<file path="src/rtl/sik_pkg.sv">
// Shared encodings for the SIK decode stage: opcodes, extended ops,
// micro-op classes, field widths and the reset stack pointer.
package sik_pkg;

  localparam int WORD     = 16;
  localparam int HALFWORD = 8;
  localparam int PRE      = 4;

  // Empty-stack pointer value after reset.
  localparam logic [7:0] SP_INIT = 8'hFF;

  // Primary opcodes in inst[15:12]; 0xA..0xE are undefined.
  localparam logic [3:0] OPopr   = 4'h0;
  localparam logic [3:0] OPget   = 4'h1;
  localparam logic [3:0] OPput   = 4'h2;
  localparam logic [3:0] OPpush  = 4'h3;
  localparam logic [3:0] OPload  = 4'h4;
  localparam logic [3:0] OPstore = 4'h5;
  localparam logic [3:0] OPcall  = 4'h6;
  localparam logic [3:0] OPjump  = 4'h7;
  localparam logic [3:0] OPjumpf = 4'h8;
  localparam logic [3:0] OPjumpt = 4'h9;
  localparam logic [3:0] OPpre   = 4'hF;

  // Extended ops in inst[3:0] when opcode is OPopr; 0xA..0xF decode as SYS.
  localparam logic [3:0] OPadd  = 4'h0;
  localparam logic [3:0] OPsub  = 4'h1;
  localparam logic [3:0] OPand  = 4'h2;
  localparam logic [3:0] OPor   = 4'h3;
  localparam logic [3:0] OPxor  = 4'h4;
  localparam logic [3:0] OPlt   = 4'h5;
  localparam logic [3:0] OPpop  = 4'h6;
  localparam logic [3:0] OPret  = 4'h7;
  localparam logic [3:0] OPdup  = 4'h8;
  localparam logic [3:0] OPtest = 4'h9;

  // ALU op for non-ALU classes: operand passes straight through.
  localparam logic [3:0] ALU_PASS = 4'hF;

  typedef enum logic [3:0] {
    CLS_ALU   = 4'h0,
    CLS_PUSH  = 4'h1,
    CLS_GET   = 4'h2,
    CLS_PUT   = 4'h3,
    CLS_POP   = 4'h4,
    CLS_CALL  = 4'h5,
    CLS_RET   = 4'h6,
    CLS_JUMP  = 4'h7,
    CLS_JUMPF = 4'h8,
    CLS_JUMPT = 4'h9,
    CLS_LOAD  = 4'hA,
    CLS_STORE = 4'hB,
    CLS_DUP   = 4'hC,
    CLS_TEST  = 4'hD,
    CLS_SYS   = 4'hE
  } cls_e;

  typedef enum logic [1:0] {SPD_NONE, SPD_INC, SPD_DEC} sp_delta_e;
  typedef enum logic [1:0] {SRC_NONE, SRC_SP, SRC_SP_MINUS_IMM} src_sel_e;
  typedef enum logic [2:0] {DST_NONE, DST_SP, DST_SP_PLUS1, DST_SP_MINUS1, DST_SP_MINUS_IMM} dst_sel_e;

  typedef struct packed {
    cls_e      cls;
    logic [3:0] alu_op;
    sp_delta_e delta;
    src_sel_e  src_sel;
    dst_sel_e  dst_sel;
    logic      is_pre;
  } uop_ctl_t;

endpackage

</file>
<file path="src/rtl/sik_op_classify.sv">
// Purely combinational instruction classifier: opcode/extended op ->
// micro-op class, ALU op, stack-pointer delta and operand index selects.
module sik_op_classify
  import sik_pkg::*;
(
  input  logic [3:0] i_opcode,
  input  logic [3:0] i_xop,
  output uop_ctl_t   o_ctl
);

  // Decode table; anything not listed falls out as SYS (halts the thread).
  always_comb begin
    o_ctl.cls     = CLS_SYS;
    o_ctl.alu_op  = ALU_PASS;
    o_ctl.delta   = SPD_NONE;
    o_ctl.src_sel = SRC_NONE;
    o_ctl.dst_sel = DST_NONE;
    o_ctl.is_pre  = 1'b0;
    case (i_opcode)
      OPopr: begin
        case (i_xop)
          OPadd, OPsub, OPand, OPor, OPxor, OPlt: begin
            o_ctl.cls     = CLS_ALU;
            o_ctl.alu_op  = i_xop;
            o_ctl.delta   = SPD_DEC;
            o_ctl.src_sel = SRC_SP;
            o_ctl.dst_sel = DST_SP_MINUS1;
          end
          OPpop: begin
            o_ctl.cls     = CLS_POP;
            o_ctl.delta   = SPD_DEC;
            o_ctl.src_sel = SRC_SP;
          end
          OPret: begin
            o_ctl.cls     = CLS_RET;
            o_ctl.delta   = SPD_DEC;
            o_ctl.src_sel = SRC_SP;
          end
          OPdup: begin
            o_ctl.cls     = CLS_DUP;
            o_ctl.delta   = SPD_INC;
            o_ctl.dst_sel = DST_SP_PLUS1;
          end
          OPtest: begin
            o_ctl.cls     = CLS_TEST;
            o_ctl.src_sel = SRC_SP;
            o_ctl.dst_sel = DST_SP;
          end
          default: o_ctl.cls = CLS_SYS;
        endcase
      end
      OPget: begin
        o_ctl.cls     = CLS_GET;
        o_ctl.delta   = SPD_INC;
        o_ctl.src_sel = SRC_SP_MINUS_IMM;
        o_ctl.dst_sel = DST_SP_PLUS1;
      end
      OPput: begin
        o_ctl.cls     = CLS_PUT;
        o_ctl.src_sel = SRC_SP;
        o_ctl.dst_sel = DST_SP_MINUS_IMM;
      end
      OPpush: begin
        o_ctl.cls     = CLS_PUSH;
        o_ctl.delta   = SPD_INC;
        o_ctl.dst_sel = DST_SP_PLUS1;
      end
      OPload: begin
        o_ctl.cls     = CLS_LOAD;
        o_ctl.src_sel = SRC_SP;
        o_ctl.dst_sel = DST_SP;
      end
      OPstore: begin
        o_ctl.cls     = CLS_STORE;
        o_ctl.delta   = SPD_DEC;
        o_ctl.src_sel = SRC_SP;
        o_ctl.dst_sel = DST_SP_MINUS1;
      end
      OPcall: begin
        o_ctl.cls     = CLS_CALL;
        o_ctl.delta   = SPD_INC;
        o_ctl.dst_sel = DST_SP_PLUS1;
      end
      OPjump:  o_ctl.cls = CLS_JUMP;
      OPjumpf: begin
        o_ctl.cls     = CLS_JUMPF;
        o_ctl.delta   = SPD_DEC;
        o_ctl.src_sel = SRC_SP;
      end
      OPjumpt: begin
        o_ctl.cls     = CLS_JUMPT;
        o_ctl.delta   = SPD_DEC;
        o_ctl.src_sel = SRC_SP;
      end
      OPpre:   o_ctl.is_pre = 1'b1;
      default: o_ctl.cls = CLS_SYS;
    endcase
  end

endmodule

</file>
<file path="src/rtl/sik_decode_stage.sv">
// SIK decode stage: per-thread prefix/SP/halt state, immediate resolution,
// regfile index generation and a one-entry output register.
// Optional macro SIK_STACK_CHECK_EN adds the trap output and converts
// stack overflow/underflow into SYS instead of wrapping silently.
module sik_decode_stage #(
  parameter int              WORD_W  = 16,
  parameter int              SP_W    = 8,
  parameter logic [SP_W-1:0] SP_INIT = sik_pkg::SP_INIT
) (
  input  logic              clk,
  input  logic              reset,
  input  logic              in_valid,
  output logic              in_ready,
  input  logic              in_tid,
  input  logic [WORD_W-1:0] in_pc,
  input  logic [WORD_W-1:0] in_inst,
  output logic              out_valid,
  input  logic              out_ready,
  output logic              out_tid,
  output logic [WORD_W-1:0] out_pc,
  output logic [3:0]        out_op,
  output logic [3:0]        out_cls,
  output logic [WORD_W-1:0] out_imm,
  output logic [SP_W:0]     out_src,
  output logic [SP_W:0]     out_dst,
  input  logic              flush,
  input  logic              flush_tid,
  input  logic [SP_W-1:0]   flush_sp,
  output logic [1:0]        halted
`ifdef SIK_STACK_CHECK_EN
  ,
  output logic              trap
`endif
);
  import sik_pkg::*;

  uop_ctl_t        w_ctl;
  logic [SP_W-1:0] w_sp_thr [2];
  logic [3:0]      w_pre_thr [2];
  logic [1:0]      w_loaded;
  logic [1:0]      w_halted;
  logic [SP_W-1:0] w_sp, w_off, w_sp_next;
  logic [WORD_W-1:0] w_imm;
  logic            w_flush_in, w_accept, w_emit, w_trap;
  cls_e            w_cls;
  logic [SP_W:0]   w_src, w_dst;

  logic              r_out_valid, r_out_tid, r_trap;
  logic [WORD_W-1:0] r_out_pc, r_out_imm;
  logic [3:0]        r_out_op, r_out_cls;
  logic [SP_W:0]     r_out_src, r_out_dst;

  sik_op_classify u_classify (
    .i_opcode (in_inst[15:12]),
    .i_xop    (in_inst[3:0]),
    .o_ctl    (w_ctl)
  );

  assign w_sp  = w_sp_thr[in_tid];
  assign w_off = w_imm[SP_W-1:0];
  // A pending prefix supplies the top nibble; otherwise sign-extend immed12.
  assign w_imm = w_loaded[in_tid] ? {w_pre_thr[in_tid], in_inst[11:0]}
                                  : {{(WORD_W-12){in_inst[11]}}, in_inst[11:0]};

  // Words that will be dropped (halted thread, same-thread flush) never need
  // the output register, so they are consumed even while it is stalled.
  assign w_flush_in = flush && (flush_tid == in_tid);
  assign in_ready   = !r_out_valid || out_ready || w_halted[in_tid] || w_flush_in;
  assign w_accept   = in_valid && (!r_out_valid || out_ready) && !w_halted[in_tid] && !w_flush_in;
  assign w_emit     = w_accept && !w_ctl.is_pre;

`ifdef SIK_STACK_CHECK_EN
  // Overflow: pushing from SP_INIT-1 onto SP_INIT; underflow: popping an empty stack.
  assign w_trap = ((w_ctl.delta == SPD_INC) && (w_sp == SP_INIT - SP_W'(1))) ||
                  ((w_ctl.delta == SPD_DEC) && (w_sp == SP_INIT));
  assign trap   = r_trap;
`else
  assign w_trap = 1'b0;
`endif

  // Resolve class, next SP and regfile indices for the incoming word.
  always_comb begin
    w_cls     = w_trap ? CLS_SYS : w_ctl.cls;
    w_sp_next = w_sp;
    if (!w_trap) begin
      case (w_ctl.delta)
        SPD_INC: w_sp_next = w_sp + SP_W'(1);
        SPD_DEC: w_sp_next = w_sp - SP_W'(1);
        default: w_sp_next = w_sp;
      endcase
    end
    w_src = '0;
    case (w_ctl.src_sel)
      SRC_SP:           w_src = {in_tid, w_sp};
      SRC_SP_MINUS_IMM: w_src = {in_tid, w_sp - w_off};
      default:          w_src = '0;
    endcase
    w_dst = '0;
    case (w_ctl.dst_sel)
      DST_SP:           w_dst = {in_tid, w_sp};
      DST_SP_PLUS1:     w_dst = {in_tid, w_sp + SP_W'(1)};
      DST_SP_MINUS1:    w_dst = {in_tid, w_sp - SP_W'(1)};
      DST_SP_MINUS_IMM: w_dst = {in_tid, w_sp - w_off};
      default:          w_dst = '0;
    endcase
    if (w_trap) begin
      w_src = '0;
      w_dst = '0;
    end
  end

  // Output register: load on emit, drop on consume or same-thread flush.
  always_ff @(posedge clk or negedge reset) begin
    if (!reset) begin
      r_out_valid <= 1'b0;
      r_out_tid   <= 1'b0;
      r_out_pc    <= '0;
      r_out_op    <= '0;
      r_out_cls   <= '0;
      r_out_imm   <= '0;
      r_out_src   <= '0;
      r_out_dst   <= '0;
      r_trap      <= 1'b0;
    end else if (w_emit) begin
      r_out_valid <= 1'b1;
      r_out_tid   <= in_tid;
      r_out_pc    <= in_pc;
      r_out_op    <= w_trap ? ALU_PASS : w_ctl.alu_op;
      r_out_cls   <= w_cls;
      r_out_imm   <= w_imm;
      r_out_src   <= w_src;
      r_out_dst   <= w_dst;
      r_trap      <= w_trap;
    end else if (out_ready || (flush && (r_out_tid == flush_tid))) begin
      r_out_valid <= 1'b0;
      r_trap      <= 1'b0;
    end
  end

  generate
    for (genvar gi = 0; gi < 2; gi++) begin : g_thread
      logic [SP_W-1:0] r_sp;
      logic [3:0]      r_pre;
      logic            r_loaded, r_halted;

      // Per-thread architectural state; flush outranks any accepted word.
      always_ff @(posedge clk or negedge reset) begin
        if (!reset) begin
          r_sp     <= SP_INIT;
          r_pre    <= '0;
          r_loaded <= 1'b0;
          r_halted <= 1'b0;
        end else if (flush && (flush_tid == 1'(gi))) begin
          r_sp     <= flush_sp;
          r_loaded <= 1'b0;
        end else if (w_accept && (in_tid == 1'(gi))) begin
          if (w_ctl.is_pre) begin
            r_pre    <= in_inst[3:0];
            r_loaded <= 1'b1;
          end else begin
            r_loaded <= 1'b0;
            r_sp     <= w_sp_next;
            if (w_cls == CLS_SYS) r_halted <= 1'b1;
          end
        end
      end

      assign w_sp_thr[gi]  = r_sp;
      assign w_pre_thr[gi] = r_pre;
      assign w_loaded[gi]  = r_loaded;
      assign w_halted[gi]  = r_halted;
    end
  endgenerate

  assign out_valid = r_out_valid;
  assign out_tid   = r_out_tid;
  assign out_pc    = r_out_pc;
  assign out_op    = r_out_op;
  assign out_cls   = r_out_cls;
  assign out_imm   = r_out_imm;
  assign out_src   = r_out_src;
  assign out_dst   = r_out_dst;
  assign halted    = w_halted;

endmodule

</file>
<file path="config.mk">
export PLATFORM = sky130hd
export DESIGN_NAME = sik_decode_stage
export DESIGN_NICKNAME = d
export VERILOG_FILES = /design/src/rtl/sik_pkg.sv /design/src/rtl/sik_op_classify.sv /design/src/rtl/sik_decode_stage.sv
export SDC_FILE = /design/constraint.sdc
export NUM_CORES = 1
export LEC_CHECK = 0
export BUFFER_PORTS_ARGS = -buffer_cell sky130_fd_sc_hd__buf_2
export CORE_MARGIN = 2
export CORE_UTILIZATION = 35
export CTS_CLUSTER_SIZE = 8
export DETAILED_ROUTE_END_ITERATION = 16
export PLACE_DENSITY_LB_ADDON = 0.05
export SYNTH_ARGS = -nofsm -noshare
export SYNTH_HDL_FRONTEND = slang
export SYNTH_SLANG_ARGS = --single-unit
</file>
<file path="constraint.sdc">
create_clock -name clk -period 3.4 [get_ports clk]
set_clock_uncertainty 0.15 [all_clocks]
set_input_delay 0.34 -clock clk [delete_from_list [all_inputs] [get_ports clk]]
set_output_delay 0.34 -clock clk [all_outputs]
set_load 0.05 [all_outputs]
</file>
==> Word-level counts from Yosys, hierarchy flattened <==
Index checks and enable logic that the tools add are counted.
{ "totals": {"register_bits": 88, "latch_bits": 0, "mem_bits_rw": 0, "romBits": 0, "input_bits": 47, "elab_cells": 131, "mem_count": 0} }
{ "classes": {"n_addsub": 3, "n_mul": 0, "div_mod_pow": 0, "magnitude_cmp": 2, "eq_ne": 32, "n_shift": 0, "mux": 37, "n_bitwise": 6, "n_reduce_logical": 35} }
{ "ops": {"columns": ["cell", "count"], "rows": [
  ["$mux 8", 8],
  ["$pmux 4 s10", 1],
  ["$pmux 9 s4", 1],
  ["$eq 4x3->1 const B", 8],
  ["$eq 4x4->1 const B", 6],
  ["$mux 4", 5],
  ["$pmux 4 s5", 1],
  ["$pmux 2 s3", 3],
  ["$pmux 9 s2", 1],
  ["$eq 4x2->1 const B", 4],
  ["$mux 16", 1],
  ["$pmux 8 s2", 1],
  ["$pmux 3 s5", 1],
  ["$mux 1", 13],
  ["$logic_and 1x1->1", 10],
  ["$reduce_or 9->1", 1],
  ["$add 8x1->8 const B", 1],
  ["$eq 4x1->1 const B", 2],
  ["$logic_not 4->1", 2],
  ["$reduce_and 4->1", 2],
  ["$reduce_or 8->1", 1],
  ["$sub 8x1->8 const B", 1],
  ["$sub 8x8->8", 1],
  ["$eq 3x2->1 const B", 2],
  ["other kinds (19)", 38]
]} }

==> Depth between registers and ports, before layout <==
{ "depth": {"word_depth": 9, "ltp_mapped": 12, "ltp_nobuf": 10} }

==> By module <==
Synthesis repeated with hierarchy kept, for this count alone.
{ "unflattened": {"cells_unflattened": 624, "hier_area_um2": 5371.4} }
{ "by_module_without_submodules": {"columns": ["module", "instances", "cells_per_inst", "area_per_inst_um2", "seq_area_each_um2"], "rows": [
  ["sik_decode_stage", 1, 564, 5007.3, 2222.1],
  ["sik_op_classify", 1, 60, 364.1, 0.0]
]} }

==> Worst setup path before layout <==
OpenSTA, ideal clock, no wires.
{ "synth_timing": {"path_type": "input port to flip-flop", "from": "input in_tid", "to": "register r_out_dst[7] (netlist: out_dst[7])", "setup_ps": 126, "arrival_ps": 2564, "t_required_ps": 3124, "setup_slack_ps": 560, "path_stages": 10, "cell_sequence": "buf_6 > buf_2 > mux2i_1 > inv_1 > ha_1 > o21ai_0 > a21oi_1 > o41ai_1 > xor2_1 > a221o_1"} }
{ "synth_via": {"elab_chain_len": 6, "word_cells_on_any_way": 17, "classes_between": "3 x add/sub; 1 x eq/ne; 6 x mux; 1 x bitwise; 6 x reduce/logical"} }
{ "synth_lines": {"columns": ["element", "line", "rtl"], "rows": [
  ["start: declaration", "sik_decode_stage.sv:14", "input logic in_tid,"],
  ["$not 1->2 (not written as such) / $mux 1 (equally long branches)", "sik_decode_stage.sv:59, sik_decode_stage.sv:69", null],
  ["$mux 8 (not written as such) / $mux 1 (equally long branches)", "sik_decode_stage.sv:59, sik_decode_stage.sv:69", null],
  ["$mux 8 (not written as such) / $logic_not 1->1 (equally long branches)", "sik_decode_stage.sv:59, sik_decode_stage.sv:69", null],
  ["$mux 8 (not written as such) / $logic_and 1x1->1 (equally long branches)", "sik_decode_stage.sv:59, sik_decode_stage.sv:69", null],
  ["$sub 8x8->8, or another cell as far along", "sik_decode_stage.sv:103", "DST_SP_MINUS_IMM: w_dst = {in_tid, w_sp - w_off};"],
  ["$pmux 9 s4 / $logic_and 1x1->1 (equally long branches)", "sik_decode_stage.sv:99, sik_decode_stage.sv:70", null],
  ["end signal: assignment", "sik_decode_stage.sv:132", "r_out_dst <= w_dst;"],
  ["end: declaration", "sik_decode_stage.sv:51", "logic [SP_W:0] r_out_src, r_out_dst;"]
]} }
Several ways; a longest one is shown, not always the timed one. The select of a mux whose other input is x is not followed.
A chain may end at the register's enable or synchronous reset.

==> Final worst setup path <==
{ "layout_timing": {"from": "register g_thread[1].r_sp[1]", "to": "register r_out_dst[7] (netlist: out_dst[7])"} }
{ "layout_via": {"elab_chain_len": 5, "word_cells_on_any_way": 7, "classes_between": "3 x add/sub; 4 x mux"} }
{ "layout_lines": {"columns": ["element", "line", "rtl"], "rows": [
  ["start: declaration", "sik_decode_stage.sv:142", "logic [SP_W-1:0] r_sp;"],
  ["start signal: assignment", "sik_decode_stage.sv:154", "r_sp <= flush_sp;"],
  ["start signal: assignment", "sik_decode_stage.sv:162", "r_sp <= w_sp_next;"],
  ["$mux 8 (not written as such) (*) (3 in a row)", "sik_decode_stage.sv:59", "assign w_sp = w_sp_thr[in_tid];"],
  ["$sub 8x8->8, or another cell as far along", "sik_decode_stage.sv:103", null],
  ["$pmux 9 s4 (*)", "sik_decode_stage.sv:99", "case (w_ctl.dst_sel)"]
]} }
Mark *: on every way between the ends. The rest lies on a longest branch, timed or not. The select of a mux whose other input is x is not followed.

==> impl_summary.txt <==
----------------------------------------------------
[Drt]
  Number of vias per cell ... 5.48
  Average routed wire per standard cell ... 17.8 um
  Detailed Route WL ... 14900 um
  Detailed-router iteration count before antenna repair ... 9
  Detailed-route DRC error count ... 0
  Count of vias placed by the detailed router ... 4604
  Post-detailed-route count of antenna-violating nets ... 0
  Initial detailed-routing violation count ... 316

[STA]
  Final hold vios ... 5
  Total negative slack ... 0 ns
  Share of the clock period used by the worst path ... 0.825
  Post-route minimum period ... 2.81 ns
  Max Freq ... 356 MHz
  RSZ-0062 raised after global routing ... false
  Worst hold margin ... -0.0100 ns
  Slew Limit Headroom ... 0.364
  Final slew viol count ... 0
  Number of endpoints failing setup at the final stage ... 0
  Slew @ Worst Pin ... 0.954 ns

[Synthesis]
  YS warnings ... 0
  Simple-gate share of the synthesized area ... 0.167
  Count of state elements after synthesis ... 88
  Synth Net Count ... 611
  Leading post-synthesis cells by instance count ... sky130_fd_sc_hd__dfrtp_1 (72), sky130_fd_sc_hd__nand2_1 (61), sky130_fd_sc_hd__o21ai_0 (41)
  Multiplexer area fraction after synthesis ... 0.0922
  Proportion of netlist area held by the largest area contributor ... 0.343
  Combinational family with the most area after synthesis ... compound AO/OA/AOI/OAI gates
  XOR/XNOR Fraction of Synth Area ... 0.0267
  Mapped Area ... 5250 um2
  Cell type with the highest aggregate area in the netlist ... sky130_fd_sc_hd__dfrtp_1
  Leading post-synthesis cells by cell area ... sky130_fd_sc_hd__dfrtp_1 (34%), sky130_fd_sc_hd__dfstp_2 (8.0%), sky130_fd_sc_hd__mux2_2 (6.9%)
  Count leader, synth ... sky130_fd_sc_hd__dfrtp_1
  EDFF count, synth ... 0
  Avg Inst Size Synth ... 9.55 um2
  Most frequently used flop master after synthesis ... sky130_fd_sc_hd__dfrtp_1
  Post-synthesis sequential area ratio ... 0.423
  Post-Synthesis Cells ... 550
  Post-synthesis compound-gate area fraction ... 0.210
  Share of flip-flops with an asynchronous set or reset after synthesis ... 1.00
  Adder and majority cell fraction of the synthesized area ... 0.0348
  Number of distinct library cells after synthesis ... 72

[Global route]
  Number of global-route vias before repair ... 4353
  Overflow left after global routing ... 0
  Overall routing resource usage ... 0.189
  Maximum number of pins on one net before global-route repair ... 74
  Wire length of the first global-routing pass ... 23800 um
  Antenna violations before repair ... 0

[Power and ir drop]
  Leakage component of the power ... 2.90 nW
  Int Pwr ... 2.70 mW
  Relative contribution of the clock network to total power ... 0.185
  Fraction of power spent switching nets ... 0.485
  Power density normalized to cell area ... 835 nW/um2
  Sequential cell fraction of total power ... 0.319
  Worst vdd rail ir drop ... 0.496 mV
  Power spent charging and discharging nets ... 2.55 mW
  Part of the power in combinational logic ... 0.496

[Placement]
  Post-DP HPWL ... 11100 um
  Placed Cells ... 824
  GPL Wtd Cong ... 0.875
  PortBufs ... 109

[Setup path]
  Slowest Stage Delay on Critical Path ... 0.56 ns
  Critical-path maximum fanout ... 7
  Crit-path cells ... mux2i_1, inv_1, ha_1, nor2b_1, o21ai_0, a21oi_1, o41ai_1, xor2_1, a221o_1
  Critical path data required time ... 3.49 ns
  Slowest stage cell, crit path ... sky130_fd_sc_hd__dfstp_2
  Type of destination of the critical path ... register
  Category of the worst setup path launch point ... register
  Critical Setup Path Class ... reg2reg
  Critical path's top delay family ... compound AO/OA/AOI/OAI gates
  Data arrival, critical path ... 2.89 ns
  WP buf/inv ... 1

[Floorplan]
  Number of ports placed on the die boundary ... 110
  Core area ... 14600 um2
  Vertical die dimension ... 126 um
  Initial Utilization ... 0.360
  Number of placement rows ... 44
  Width of the die ... 126 um
  Die area ... 16000 um2

[Cells and area]
  Combined flip-flop and latch cell area ... 2220 um2
  Number of nets in the finished design ... 712
  Non-Filler Instances ... 840
  Footprint of the multi-input gates ... 2790 um2
  Area growth syn-to-layout ... 19.8%
  Fraction of layout cells with a size suffix above 1 ... 0.319
  Core Util, Final ... 0.431
  Number of fill cells ... 1452
  Inserted Diodes ... 0

[CTS]
  Later-pin clock latency in the skew report ... 0.35 ns
  Buffer cell driving the clock tree root ... sky130_fd_sc_hd__clkbuf_16
  CTS tree ... done
  Clock-pin slew of the registers on the worst-case setup and hold paths ... 0.07 ns
  Clock Sink Count ... 88
  Total clock buffers created by CTS ... 9
  Post-CTS repair timing setup buffer count ... 0
  Maximum buffer depth of the clock tree ... 2
  PostCTS Resize Cnt ... 0
  Number of H-tree branching levels ... 3
  Cts hold-fix bufs ... 0

[Outcome]
  Result of the run ... complete, but fails checks
  Failing checks ... negative hold slack

[Job]
  Number of maximum-capacitance constraint violations ... 0

[Min path]
  Worst hold path type ... in2async

----------------------------------------------------
[stage by stage]
stage	hold WS [ns]	power, mW	worst slack [ns]	area (um2)
6_report	-0.0100	5.25	0.594	6290
5_1_grt	0.0484	5.57	0.422	6290
4_1_cts	0.0247	5.31	0.624	6290
3_5_place_dp	0.313	4.31	0.382	6000
3_3_place_gp	0.307	4.28	0.463	6000
2_1_floorplan	-0.106	3.65	0.560	5250
[routing by layer]
metal	vias up	GRT usage	part of all wire
li1	2206	-	-
met3	15	0.0460	0.060
met1	2236	0.272	0.49
met5	-	0	0
met2	147	0.282	0.44
met4	0	0.0588	0.015
[final timing paths]
path	slack [ns]	to	cells past startpoint	from
max	0.59	out_dst[7]	9	g_thread[1].r_sp[1]
min	-0.01	out_imm[14]	1	reset
max reg2reg	0.59	out_dst[7]	9	g_thread[1].r_sp[1]
min reg2reg	0.32	out_src[1]	2	out_src[1]
max in group asynchronous	2.25	g_thread[0].r_sp[3]	2	reset
min in group clk	0.06	out_pc[9]	2	in_pc[9]
[power groups by stage]
stage               sequential (mW)  clock, mW  combinational [mW]
floorplan                      2.70          0               0.945
detailed placement             1.70          0                2.61
global placement               1.68          0                2.60
finish                         1.68      0.970                2.60
CTS                            1.68       1.01                2.62
global route                   1.73       1.05                2.78
[cell usage in the layout, fill, tap and decap left out, drive strengths merged, types with 10 or more instances in the layout]
master	netlist	layout
inv	20	24
o21ai	42	42
a22oi	10	10
nand3	10	10
nor3	21	21
nor2	35	35
mux2	32	32
dfstp	16	16
buf	14	127
ha	13	13
a21oi	18	18
a22o	14	14
nand2	61	61
a21o	12	12
dfrtp	72	72
xnor2	12	12
mux2i	12	12
[registers in the layout, summed over array words and instances (netlist names)]
signal and cells:
g_thread.r_loaded 2, out_op 4, out_dst 9, out_src 9
g_thread.r_pre 8, out_pc 16, out_imm 16, g_thread.r_sp 16
g_thread.r_halted 2, out_valid 1, out_cls 4, out_tid 1
[kinds of logic after synthesis]
group	Yosys count
simple gates	176
compound gates	154
flops	88
buf+inv	58
mux	44
xor+xnor	16
fa+ha+maj	14
[final cells by class]
type | count | share of cell area
clock buffer | 9 | 0.0358
multi-input combinational | 404 | 0.443
tap | 184 | 0.0366
sequential | 88 | 0.353
timing repair buffer | 127 | 0.109
clock inverter | 7 | 0.00955
inverter | 21 | 0.0125
Note: power is estimated with default switching activity, not from simulation.
